[config.mk]
export PLATFORM = sky130hd
export DESIGN_NAME = sdram_arbiter
export DESIGN_NICKNAME = d
export VERILOG_FILES = /design/src/rtl/sdram_arbiter.sv
export SDC_FILE = /design/constraint.sdc
export NUM_CORES = 1
export LEC_CHECK = 0
export ABC_AREA = 1
export BUFFER_PORTS_ARGS = -buffer_cell sky130_fd_sc_hd__clkbuf_2
export CORE_ASPECT_RATIO = 1.25
export CORE_MARGIN = 2
export CORE_UTILIZATION = 45
export CTS_BUF_LIST = sky130_fd_sc_hd__clkbuf_16
export DETAILED_ROUTE_END_ITERATION = 7
export PLACE_DENSITY = 0.92
export SLEW_MARGIN = 25
export SYNTH_ARGS = -nofsm -noshare
export SYNTH_HDL_FRONTEND = slang
export SYNTH_SLANG_ARGS = --single-unit
[constraint.sdc]
create_clock -name clk -period 4.25 [get_ports clk]
set_input_delay 0.85 -clock clk [delete_from_list [all_inputs] [get_ports clk]]
set_output_delay 0.85 -clock clk [all_outputs]
set_load 0.03 [all_outputs]
[src/rtl/sdram_arbiter.sv]
// Round-robin arbiter that shares one SDRAM controller command port among several requesters.
// It runs one command at a time, routes read data to the port that issued the read, and latches a sticky fault flag.
module sdram_arbiter #(
    parameter int Ports       = 2,
    parameter int AddrWidth   = 23,
    parameter int DataWidth   = 16,
    parameter int BusyTimeout = 255
) (
    input  logic                       clk,
    input  logic                       rst_,
    input  logic [Ports-1:0]           req_trigger,
    output logic [Ports-1:0]           req_ready,
    input  logic [Ports*AddrWidth-1:0] req_addr,
    input  logic [Ports-1:0]           req_write,
    input  logic [Ports*DataWidth-1:0] req_writeData,
    output logic [DataWidth-1:0]       req_readData,
    output logic [Ports-1:0]           req_readDataValid,
    input  logic                       cmdReady,
    output logic                       cmdTrigger,
    output logic [AddrWidth-1:0]       cmdAddr,
    output logic                       cmdWrite,
    output logic [DataWidth-1:0]       cmdWriteData,
    input  logic [DataWidth-1:0]       cmdReadData,
    input  logic                       cmdReadDataValid,
    output logic                       err,
    output logic [1:0]                 o_dbg_state
);

    localparam int OwnerW = $clog2(Ports);
    localparam int CountW = $clog2(BusyTimeout + 1);

    localparam logic [1:0] IDLE  = 2'd0;
    localparam logic [1:0] ISSUE = 2'd1;
    localparam logic [1:0] BUSY  = 2'd2;

    localparam logic [OwnerW-1:0] LastInit = OwnerW'(Ports - 1);
    localparam logic [CountW-1:0] CountMax = CountW'(BusyTimeout);

    logic [1:0]           r_state;
    logic [OwnerW-1:0]    r_owner;
    logic [OwnerW-1:0]    r_last;
    logic [CountW-1:0]    r_busy_count;
    logic                 r_err;
    logic                 r_cmd_trigger;
    logic [AddrWidth-1:0] r_cmd_addr;
    logic                 r_cmd_write;
    logic [DataWidth-1:0] r_cmd_write_data;

    logic [OwnerW-1:0]    w_grant;
    logic [OwnerW-1:0]    w_idx;
    logic                 w_grant_vld;
    logic                 w_accept;
    logic [CountW-1:0]    w_count_next;

    // Scan from the far end back toward last+1 so the closest requester wins.
    always_comb begin
        w_grant     = '0;
        w_grant_vld = 1'b0;
        w_idx       = '0;
        for (int k = Ports; k >= 1; k--) begin
            w_idx = OwnerW'((int'(r_last) + k) % Ports);
            if (req_trigger[w_idx]) begin
                w_grant     = w_idx;
                w_grant_vld = 1'b1;
            end
        end
    end

    assign w_accept     = rst_ && (r_state == IDLE) && cmdReady && w_grant_vld;
    assign w_count_next = r_busy_count + 1'b1;

    always_comb begin
        req_ready = '0;
        if (w_accept) begin
            req_ready[w_grant] = 1'b1;
        end
    end

    always_comb begin
        req_readDataValid = '0;
        if (rst_ && cmdReadDataValid && (r_state != IDLE) && !r_cmd_write) begin
            req_readDataValid[r_owner] = 1'b1;
        end
    end

    always_ff @(posedge clk) begin
        if (!rst_) begin
            r_state          <= IDLE;
            r_owner          <= '0;
            r_last           <= LastInit;
            r_busy_count     <= '0;
            r_err            <= 1'b0;
            r_cmd_trigger    <= 1'b0;
            r_cmd_addr       <= '0;
            r_cmd_write      <= 1'b0;
            r_cmd_write_data <= '0;
        end else begin
            r_cmd_trigger <= 1'b0;
            case (r_state)
                IDLE: begin
                    if (cmdReadDataValid) begin
                        r_err <= 1'b1;
                    end
                    if (w_accept) begin
                        r_cmd_addr       <= req_addr[w_grant*AddrWidth +: AddrWidth];
                        r_cmd_write      <= req_write[w_grant];
                        r_cmd_write_data <= req_writeData[w_grant*DataWidth +: DataWidth];
                        r_owner          <= w_grant;
                        r_last           <= w_grant;
                        r_cmd_trigger    <= 1'b1;
                        r_state          <= ISSUE;
                    end
                end
                ISSUE: begin
                    r_busy_count <= '0;
                    r_state      <= BUSY;
                end
                BUSY: begin
                    r_busy_count <= w_count_next;
                    // A ready controller wins over a timeout that expires in the same cycle.
                    if (cmdReady) begin
                        r_state <= IDLE;
                    end else if (w_count_next == CountMax) begin
                        r_err   <= 1'b1;
                        r_state <= IDLE;
                    end
                end
                default: r_state <= IDLE;
            endcase
            if ((r_state != IDLE) && r_cmd_write && cmdReadDataValid) begin
                r_err <= 1'b1;
            end
        end
    end

    assign cmdTrigger   = r_cmd_trigger;
    assign cmdAddr      = r_cmd_addr;
    assign cmdWrite     = r_cmd_write;
    assign cmdWriteData = r_cmd_write_data;
    assign req_readData = cmdReadData;
    assign err          = r_err;
    assign o_dbg_state  = r_state;

endmodule

==> results.tsv, run 1 <==
stage	metric	value	unit
global_route	initial antenna violation count	0	
clock_tree	worst-case clock buffer depth	2	
clock_tree	setup bufs post-CTS	0	
sta	Fmax	343.8	MHz
floorplanning	core area	5405	µm²
floorplanning	die area	6168	µm²
cells_and_area	share of cells above drive strength 1	31.40	%
cells_and_area	# diodes	0	
placement	Detailed Place HPWL	4880	µm
route	via count	2695	
sta	actual slew at the worst max-slew pin	733.7	ps
synth	post-synth top area share	43.26	%
synth	Yosys warnings	0	
global_route	first-pass GRT wire length	10180	µm
synth	#FFs+latches synth	54	
global_route	pin count of the biggest net entering global routing	45	
synth	Post-synth top flop	dfxtp_1	
cells_and_area	Final #Nets	572	
clock_tree	clock transition at the registers of the reported paths	60	ps
clock_tree	CTS buffer count	5	
sta	slew margin rel.	51.02	%
synth	post-synthesis area per instance	7.038	µm²
cells_and_area	Layout Utilization	59.86	%
placement	RePlAce Congestion	0.8169	
route	DR vias/cell	5.095	
floorplanning	Die Y	87.31	µm
sta	clk_skew	4.487	ps
synth	Unique masters post-synth	21	
synth	most common cell in the netlist	nand2_1	
clock_tree	TritonCTS clock tree	yes	
clock_tree	CTS Root Cell	clkbuf_16	
setup_path	CP dominant cell by count	clkbuf_2	
power	Max VDD drop	237.9	µV
outcome	status	finished, final reports clean	
synth	top cells by count, synth	nand2_1, dfxtp_1, a31oi_1	
global_route	global route total overflow	0	
synth	Cell Area, Synth	2499	µm²
setup_path	CP max stage cell	inv_2	
setup_path	WP buf/inv	3	
floorplanning	Die Wd	70.65	µm
sta	Setup violations, final	0	
synth	Synth area leaders	dfxtp_1, nand2_1, a31oi_1	
clock_tree	CTS sink cnt	54	
route	DRC Markers	0	
setup_path	Critical Path End Type	output port	
setup_path	critical path class	in2out	
synth	Cells after Synth	355	
setup_path	Setup crit start kind	input port	
power	Static Leak	1.431	nW
sta	Setup Total Neg Slack	0	ps
cells_and_area	area grow syn2layout	29.49	%
setup_path	Required @ worst endpoint	3400	ps
worst_hold_path	worst hold path type	reg2reg	
sta	final hold violations	0	
synth	number of enable flip-flop cells after synthesis	0	
sta	clock period minus worst slack	2909	ps
route	Pre-antenna DRT Iters	4	
floorplanning	IO Pins	166	
route	post-route ant nets	0	
clock_tree	hold_buf cts	0	
setup_path	Critical Path, Cell by Cell	clkbuf_2 -> nand3_1 -> nor2_2 -> inv_2 -> a21oi_4 -> clkbuf_2	
synth	async set-reset flop share out of synthesis	0	%
route	DRT iter0 DRCs	130	
synth	sequential share of the synthesized area	43.26	%
placement	post-placement setup slack	1332	ps
clock_tree	post-cts sizing count	0	
route	WL/cell	12.29	µm
sta	Tcrit/Tclk final	68.44	%
floorplanning	row cnt	30	
cells_and_area	Filler cells	498	
synth	Mapped Nets	462	
clock_tree	Skew-Pair Late Insertion Delay	290	ps
sta	PnR worst setup slack	1341	ps
synth	largest area contributor in the netlist	dfxtp_1	
global_route	GR Util All Layers	20.13	%
setup_path	crit-path max FO	44	
global_route	vias in the first global route	2454	
floorplanning	starting density of the core	46.23	%
setup_path	delay-heaviest family, CP	buffers and inverters	
sta	fin. max-slew vios	0	
setup_path	Data arrival, critical path	2060	ps
setup_path	Worst path max stage delay	300	ps
clock_tree	CTS H-tree lvls	2	
power	Power Dens Cells	364.3	nW/µm²
placement	port bufs	133	
run	Max-Cap Viols	0	
sta	RSZ-0062 raised after global routing	no	
route	Routed WL	6503	µm
==> worst min-delay path, stage by stage, from the launching register on <==
cell     delay, ps
dfxtp_1        330
a21oi_1         50
nor2_1          80
==> cell type report <==
| cell class | instances | area (µm²) | area share (%) |
|---|---|---|---|
| Multi-Input combinational cell | 249 | 1156 | 35.73 |
| Sequential cell | 54 | 1081 | 33.41 |
| Timing Repair Buffer | 136 | 688.2 | 21.27 |
| Clock buffer | 5 | 125.1 | 3.867 |
| Tap cell | 64 | 80.08 | 2.475 |
| Inverter | 19 | 71.32 | 2.204 |
| Clock inverter | 2 | 33.78 | 1.044 |
==> cell families after synthesis <==
group / Yosys count / synth area share (%)
simple gates: 185 / 28.79
compound gates: 59 / 14.87
flops: 54 / 43.27
buf+inv: 52 / 10.57
fa+ha+maj: 5 / 2.504
==> metal layers <==
layer,vias to the layer above,global-route usage [%],part of all wire [%]
li1,1362,-,-
met1,1209,21.59,39
met2,115,37.82,52
met3,9,5.208,7.7
met4,0,7.376,1.4
met5,-,0,0
==> power breakdown <==
group / internal [mW] / switching, mW / total, mW
combinational: 0.0688 / 0.123 / 0.192
clock: 0.272 / 0.167 / 0.440
sequential: 0.531 / 0.0149 / 0.546
==> through the flow <==
| stage | cell area, µm² | hold slack, ps | cells | power, mW |
|---|---|---|---|---|
| after floorplan | 2499 | 433.3 | 355 | 0.6979 |
| after global placement | 3077 | 454.3 | 522 | 0.7450 |
| after detailed placement | 3077 | 481.4 | 522 | 0.7497 |
| after CTS | 3236 | 490.9 | 529 | 1.188 |
| after global routing | 3236 | 497.8 | 529 | 1.224 |
| final | 3236 | 487.2 | 529 | 1.179 |
==> flip-flops by register name (all words and copies together) (netlist names) <==
register / count
r_last: 1
r_busy_count: 8
r_owner: 1
cmdTrigger: 1
cmdAddr: 23
o_dbg_state: 2
cmdWrite: 1
err: 1
cmdWriteData: 16
==> layout by cell type (no fill, tap or decap) <==
cell type and n:
o21ai_0 2, a31oi_1 40, inv_1 17, o21bai_1 2, buf_4 3, clkbuf_2 133
a211oi_1 1, nand4_1 3, nor2_2 2, ha_1 5, clkbuf_16 5, nand2_1 153
bufinv_16 1, dfxtp_1 54, nor2_1 15, a2bb2oi_1 1, nand3_1 12, a21oi_4 1
clkinv_1 2, a221oi_1 1, inv_2 1, a21oi_1 11
==> worst paths after layout <==
kind | from | end | slack, ps | cells after the start
worst max-delay path | rst_ | req_ready[0] | 1340 | 6
worst min-delay path | err | err | 490 | 2
worst max register to register | o_dbg_state[0] | cmdAddr[20] | 2020 | 9
worst min register to register | err | err | 490 | 2
(Power assumes the default switching activity.)
==> run 2, diff against run 1 <==
CORE_UTILIZATION = 42   (was 45)
PLACE_DENSITY = 0.87   (was 0.92)
clock period = 3 ns   (was 4.25 ns; I/O delays follow)
==> run 2 against run 1 <==
  * Register-to-register slack worse by 920 ps
  * First-iteration DRC count is 22% lower
  * Power is 43% higher
  * Combinational power is 43% higher
  * Sequential power is 41% higher
  * Non-clock buffer count is 2 higher
  * Worst hold slack worse by 19 ps
  * Routed wire length is 4.3% lower
  * Via count is 0.67% lower
  * Clock power is 45% higher
  * Count of clock-buffer cells in the layout stayed put
==> results.tsv, run 2 (synthesized netlist as in run 1, its figures left out) <==
stage	metric	value	unit	change
setup_path	r2r setup slk	1100	ps	was 2020 ps
cells_and_area	# diodes	0		unchanged
clock_tree	CTS sink cnt	54		unchanged
clock_tree	post-cts sizing count	0		unchanged
floorplanning	row cnt	31		was 30
power	Max VDD drop	296.9	µV	was 237.9 µV
clock_tree	clock transition at the registers of the reported paths	70	ps	was 60 ps
floorplanning	Die Wd	72.99	µm	was 70.65 µm
cells_and_area	Layout Utilization	56.48	%	was 59.86%
run	Max-Cap Viols	0		unchanged
floorplanning	core area	5779	µm²	was 5405 µm²
setup_path	reg2reg path depth	9		unchanged
sta	fin. max-slew vios	0		unchanged
worst_hold_path	Worst Hold End	err		unchanged
cells_and_area	commonest cells after routing, fill and taps aside	nand2_1, clkbuf_2, dfxtp_1		unchanged
floorplanning	die area	6586	µm²	was 6168 µm²
power	Static Leak	1.447	nW	was 1.431 nW
placement	RePlAce Congestion	0.8091		was 0.8169
cells_and_area	most common cell after layout, fill and taps aside	nand2_1		unchanged
placement	Detailed Place HPWL	4637	µm	was 4880 µm
sta	clock period minus worst slack	2243	ps	
global_route	pin count of the biggest net entering global routing	44		was 45
global_route	vias in the first global route	2311		was 2,454
outcome	status	finished, final reports clean		unchanged
cells_and_area	max reg flops	23		unchanged
clock_tree	hold_buf cts	0		unchanged
floorplanning	Die Y	90.24	µm	was 87.31 µm
placement	port bufs	133		unchanged
setup_path	Critical Path End Type	output port		unchanged
cells_and_area	area grow syn2layout	30.65	%	was 29.49%
worst_hold_path	HP Start	err		unchanged
route	Pre-antenna DRT Iters	4		unchanged
sta	final hold violations	0		unchanged
global_route	global route total overflow	0		unchanged
route	DRT iter0 DRCs	102		was 130
route	WL/cell	11.66	µm	was 12.29 µm
sta	Tcrit/Tclk final	74.78	%	
route	DR vias/cell	5.013		was 5.095
worst_hold_path	hold path cells	2		unchanged
setup_path	Reg2Reg Capture Point	cmdAddr[17]		was cmdAddr[20]
clock_tree	setup bufs post-CTS	0		unchanged
route	via count	2677		was 2,695
cells_and_area	share of cells above drive strength 1	32.05	%	was 31.40%
setup_path	Setup crit start kind	flop		was input port
global_route	first-pass GRT wire length	9873	µm	was 10,180 µm
route	Routed WL	6226	µm	was 6503 µm
route	DRC Markers	0		unchanged
sta	Fmax	445.8	MHz	
setup_path	Required @ worst endpoint	2400	ps	was 3400 ps
clock_tree	CTS H-tree lvls	2		unchanged
setup_path	crit-path max FO	4		was 44
power	Power Dens Cells	515.9	nW/µm²	was 364.3 nW/µm²
clock_tree	TritonCTS clock tree	yes		unchanged
clock_tree	CTS Root Cell	clkbuf_16		unchanged
cells_and_area	Final #Nets	574		was 572
cells_and_area	Filler cells	538		was 498
global_route	GR Util All Layers	18.24	%	was 20.13%
sta	clk_skew	5.063	ps	was 4.487 ps
sta	worst hold slack	468.4	ps	was 487.2 ps
setup_path	critical path class	reg2out		was in2out
sta	Setup Total Neg Slack	0	ps	unchanged
route	post-route ant nets	0		unchanged
clock_tree	Skew-Pair Late Insertion Delay	280	ps	was 290 ps
power	Power Total	1.684	mW	was 1.179 mW
clock_tree	worst-case clock buffer depth	2		unchanged
setup_path	R2R Path Start	o_dbg_state[1]		was o_dbg_state[0]
sta	slew margin rel.	66.89	%	was 51.02%
worst_hold_path	worst hold path type	reg2reg		unchanged
floorplanning	IO Pins	166		unchanged
sta	RSZ-0062 raised after global routing	no		unchanged
global_route	initial antenna violation count	0		unchanged
clock_tree	CTS buffer count	5		unchanged
sta	actual slew at the worst max-slew pin	493.5	ps	was 733.7 ps
floorplanning	starting density of the core	43.23	%	was 46.23%
sta	Setup violations, final	0		unchanged
setup_path	Data arrival, critical path	1640	ps	was 2060 ps
[run 2: changes by cell type in the layout (fill, tap and decap cells not counted)]
cell	delta
nor2_4	+1
clkinv_2	+2
buf_4	+2
clkinv_1	-1
nor2_2	-1
[run 2: worst max path at each step]
stage | start | depth (start not counted) | endpoint
after CTS | o_dbg_state[1] | 7 | req_ready[0]
final | o_dbg_state[1] | 7 | req_ready[0]
after detailed placement | rst_ | 6 | req_ready[0]
after floorplan | o_dbg_state[0] | 5 | req_readDataValid[0]
after global placement | rst_ | 6 | req_ready[0]
after global routing | o_dbg_state[0] | 7 | req_ready[0]
[run 2: area by class of cell]
| cell class | count | area, µm² | share of cell area (%) |
|---|---|---|---|
| clock buffer | 5 | 125.1 | 3.833 |
| clock inverter | 3 | 40.04 | 1.227 |
| inverter | 19 | 71.32 | 2.185 |
| multi-input combinational | 249 | 1161 | 35.57 |
| sequential | 54 | 1081 | 33.12 |
| tap | 66 | 82.58 | 2.530 |
| timing repair buffer | 138 | 703.2 | 21.54 |
[run 2: metal layers]
metal	up-vias	wire length, µm	track usage (%)
li1	1367	-	-
met4	0	72	4.938
met2	95	3269	33.93
met1	1207	2501	20.01
met3	8	383	4.036
met5	-	0	0
[run 2: where the power goes]
part           switching [mW]  internal, mW
combinational           0.175        0.0995
clock                   0.247         0.391
sequential             0.0191         0.753
[run 2: critical path: stages, from the launching register on]
cell      delay (ps)
dfxtp_1          340
inv_1             90
ha_1             190
nand3_1          160
nor2_2           180
inv_2             70
a21oi_4          120
clkbuf_2         220
[run 2: through the flow]
step	cell area [µm²]	instances	setup WS (ps)
2_1_floorplan	2499	355	940.8
5_1_grt	3264	534	588.3
6_report	3264	534	756.6
3_5_place_dp	3099	526	905.9
3_3_place_gp	3099	526	940.4
4_1_cts	3264	534	729.1
==> run 3, diff against run 2 <==
CORE_UTILIZATION = 38   (was 42)
PLACE_DENSITY = 0.84   (was 0.87)
clock period = 1.9 ns   (was 3 ns; I/O delays follow)
==> run 3 against run 2 <==
  * Sequential power rose by 58%
  * Via count rose by 3.1%
  * First-iteration DRC count fell by 14%
==> results.tsv, run 3 (synthesized netlist as in run 1, its figures left out) <==
stage	metric	value	unit	change
route	post-route ant nets	0		unchanged
sta	Setup violations, final	0		unchanged
placement	DP Cell Count	550		was 526
power	Power Total	2.686	mW	was 1.684 mW
clock_tree	CTS H-tree lvls	2		unchanged
cells_and_area	Layout Cell Area excl Fill	3376	µm²	was 3264 µm²
floorplanning	Die Y	94.66	µm	was 90.24 µm
setup_path	Critical Path End Type	output port		unchanged
power	Power Dens Cells	795.7	nW/µm²	was 515.9 nW/µm²
cells_and_area	Layout Utilization	52.07	%	was 56.48%
cells_and_area	Final Non-Filler Cells	560		was 534
placement	placed cell areas	3143	µm²	was 3099 µm²
cells_and_area	commonest cells after routing, fill and taps aside	nand2_1, clkbuf_2, dfxtp_1		unchanged
sta	Tcrit/Tclk final	95.83	%	
sta	Fmax	549.2	MHz	
floorplanning	IO Pins	166		unchanged
floorplanning	die area	7244	µm²	was 6586 µm²
route	Routed WL	6504	µm	was 6226 µm
global_route	vias in the first global route	2454		was 2,311
setup_path	reg2reg path depth	10		was 9
cells_and_area	area grow syn2layout	35.10	%	was 30.65%
setup_path	Required @ worst endpoint	1520	ps	was 2400 ps
setup_path	critical path class	reg2out		unchanged
floorplanning	starting density of the core	38.54	%	was 43.23%
clock_tree	CTS buffer count	5		unchanged
clock_tree	Skew-Pair Late Insertion Delay	290	ps	was 280 ps
power	Max VDD drop	352.9	µV	was 296.9 µV
outcome	status	finished, final reports clean		unchanged
setup_path	CP max stage cell	dfxtp_2		was dfxtp_1
run	Max-Cap Viols	0		unchanged
global_route	pin count of the biggest net entering global routing	44		unchanged
placement	post-placement setup slack	35.80	ps	was 905.9 ps
route	WL/cell	11.61	µm	was 11.66 µm
sta	actual slew at the worst max-slew pin	371.8	ps	was 493.5 ps
worst_hold_path	hold path cells	2		unchanged
sta	worst hold slack	329.0	ps	was 468.4 ps
sta	clock period minus worst slack	1821	ps	
clock_tree	TritonCTS clock tree	yes		unchanged
setup_path	Worst path max stage delay	340	ps	about the same
route	Pre-antenna DRT Iters	4		unchanged
clock_tree	worst-case clock buffer depth	2		unchanged
route	DRT iter0 DRCs	88		was 102
setup_path	CP dominant cell by count	inv_2		
cells_and_area	max reg flops	23		unchanged
global_route	first-pass GRT wire length	10140	µm	was 9873 µm
global_route	global route total overflow	0		unchanged
sta	clk_skew	5.814	ps	was 5.063 ps
cells_and_area	Final #Nets	579		was 574
clock_tree	CTS Root Cell	clkbuf_16		unchanged
route	DRC Markers	0		unchanged
clock_tree	clock transition at the registers of the reported paths	70	ps	about the same
worst_hold_path	worst hold path type	in2reg		was reg2reg
power	Static Leak	1.472	nW	was 1.447 nW
sta	fin. max-slew vios	0		unchanged
setup_path	Setup crit start kind	flop		unchanged
clock_tree	CTS sink cnt	54		unchanged
global_route	initial antenna violation count	0		unchanged
setup_path	crit-path max FO	4		unchanged
setup_path	Critical Path, Cell by Cell	inv_2 -> ha_4 -> nand3_2 -> nor2_2 -> inv_2 -> a21oi_4 -> buf_8		was inv_1 -> ha_1 -> nand3_1 -> nor2_2 -> inv_2 -> a21oi_4 -> clkbuf_2
sta	PnR worst setup slack	79.21	ps	was 756.6 ps
route	via count	2760		was 2,677
clock_tree	hold_buf cts	0		unchanged
placement	port bufs	133		unchanged
floorplanning	row cnt	33		was 31
sta	Setup Total Neg Slack	0	ps	unchanged
floorplanning	Die Wd	76.53	µm	was 72.99 µm
setup_path	Data arrival, critical path	1440	ps	was 1640 ps
cells_and_area	most common cell after layout, fill and taps aside	nand2_1		unchanged
placement	RePlAce Congestion	0.8530		was 0.8091
route	DR vias/cell	4.929		was 5.013
floorplanning	core area	6482	µm²	was 5779 µm²
sta	slew margin rel.	75.21	%	was 66.89%
global_route	GR Util All Layers	16.90	%	was 18.24%
cells_and_area	share of cells above drive strength 1	34.46	%	was 32.05%
cells_and_area	# diodes	0		unchanged
sta	RSZ-0062 raised after global routing	no		unchanged
cells_and_area	Filler cells	636		was 538
placement	Detailed Place HPWL	4871	µm	was 4637 µm
sta	final hold violations	0		unchanged
run 3: cell count changes in the layout (fill, tap and decap cells not counted), moves of 2 or more:
cell	before	now
buf_4	5	9
dfxtp_1	54	51
clkinv_2	2	0
clkbuf_2	133	130
inv_1	17	15
inv_2	1	3
clkbuf_4	0	2
ha_1	5	3
clkinvlp_4	0	2
dfxtp_2	0	3
run 3: where the power goes:
group	switching (mW)	total [mW]	leakage [nW]	internal [mW]
logic	0.282	0.453	0.955	0.171
clock network	0.390	1.01	0.0760	0.621
registers	0.0337	1.22	0.441	1.19
run 3: routing by layer:
layer	up-vias	track usage, %	part of all wire (%)
li1	1378	-	-
met1	1266	17.68	39
met2	112	32.96	53
met3	4	4.589	7.0
met4	0	5.000	0.74
met5	-	0	0
run 3: final timing paths:
kind	slack, ps	to	start
hold / removal	330	r_last	rst_
setup / recovery	80	req_ready[0]	o_dbg_state[1]
setup reg to reg	180	cmdWriteData[6]	o_dbg_state[1]
hold reg to reg	480	err	err
run 3: cell type report:
class                           count  area (µm²)  area share, %
Timing Repair Buffer              143       759.5          22.50
Tap cell                           87       108.9          3.225
Inverter                           19       71.32          2.113
Clock buffer                        5       125.1          3.706
Clock inverter                      3       45.04          1.334
Sequential cell                    54        1085          32.13
Multi-Input combinational cell    249        1181          34.99
run 3: repair_timing:
item / 4_1_cts / 5_1_grt
endpoints found under the setup margin: 4 / 16
pin swaps: 1 / 2
setup buffers: 2 / 0
cloned: 0 / 0
gates resized for setup: 6 / 10
run 3: worst max-delay path: cells and delay by family, from the launching register on:
kind / cells / cell delay (ps)
AOI/OAI and AO/OA: 1 / 140
adders and majority gates: 1 / 150
buffers and inverters: 3 / 290
DFF: 1 / 340
and+or+nand+nor: 2 / 240
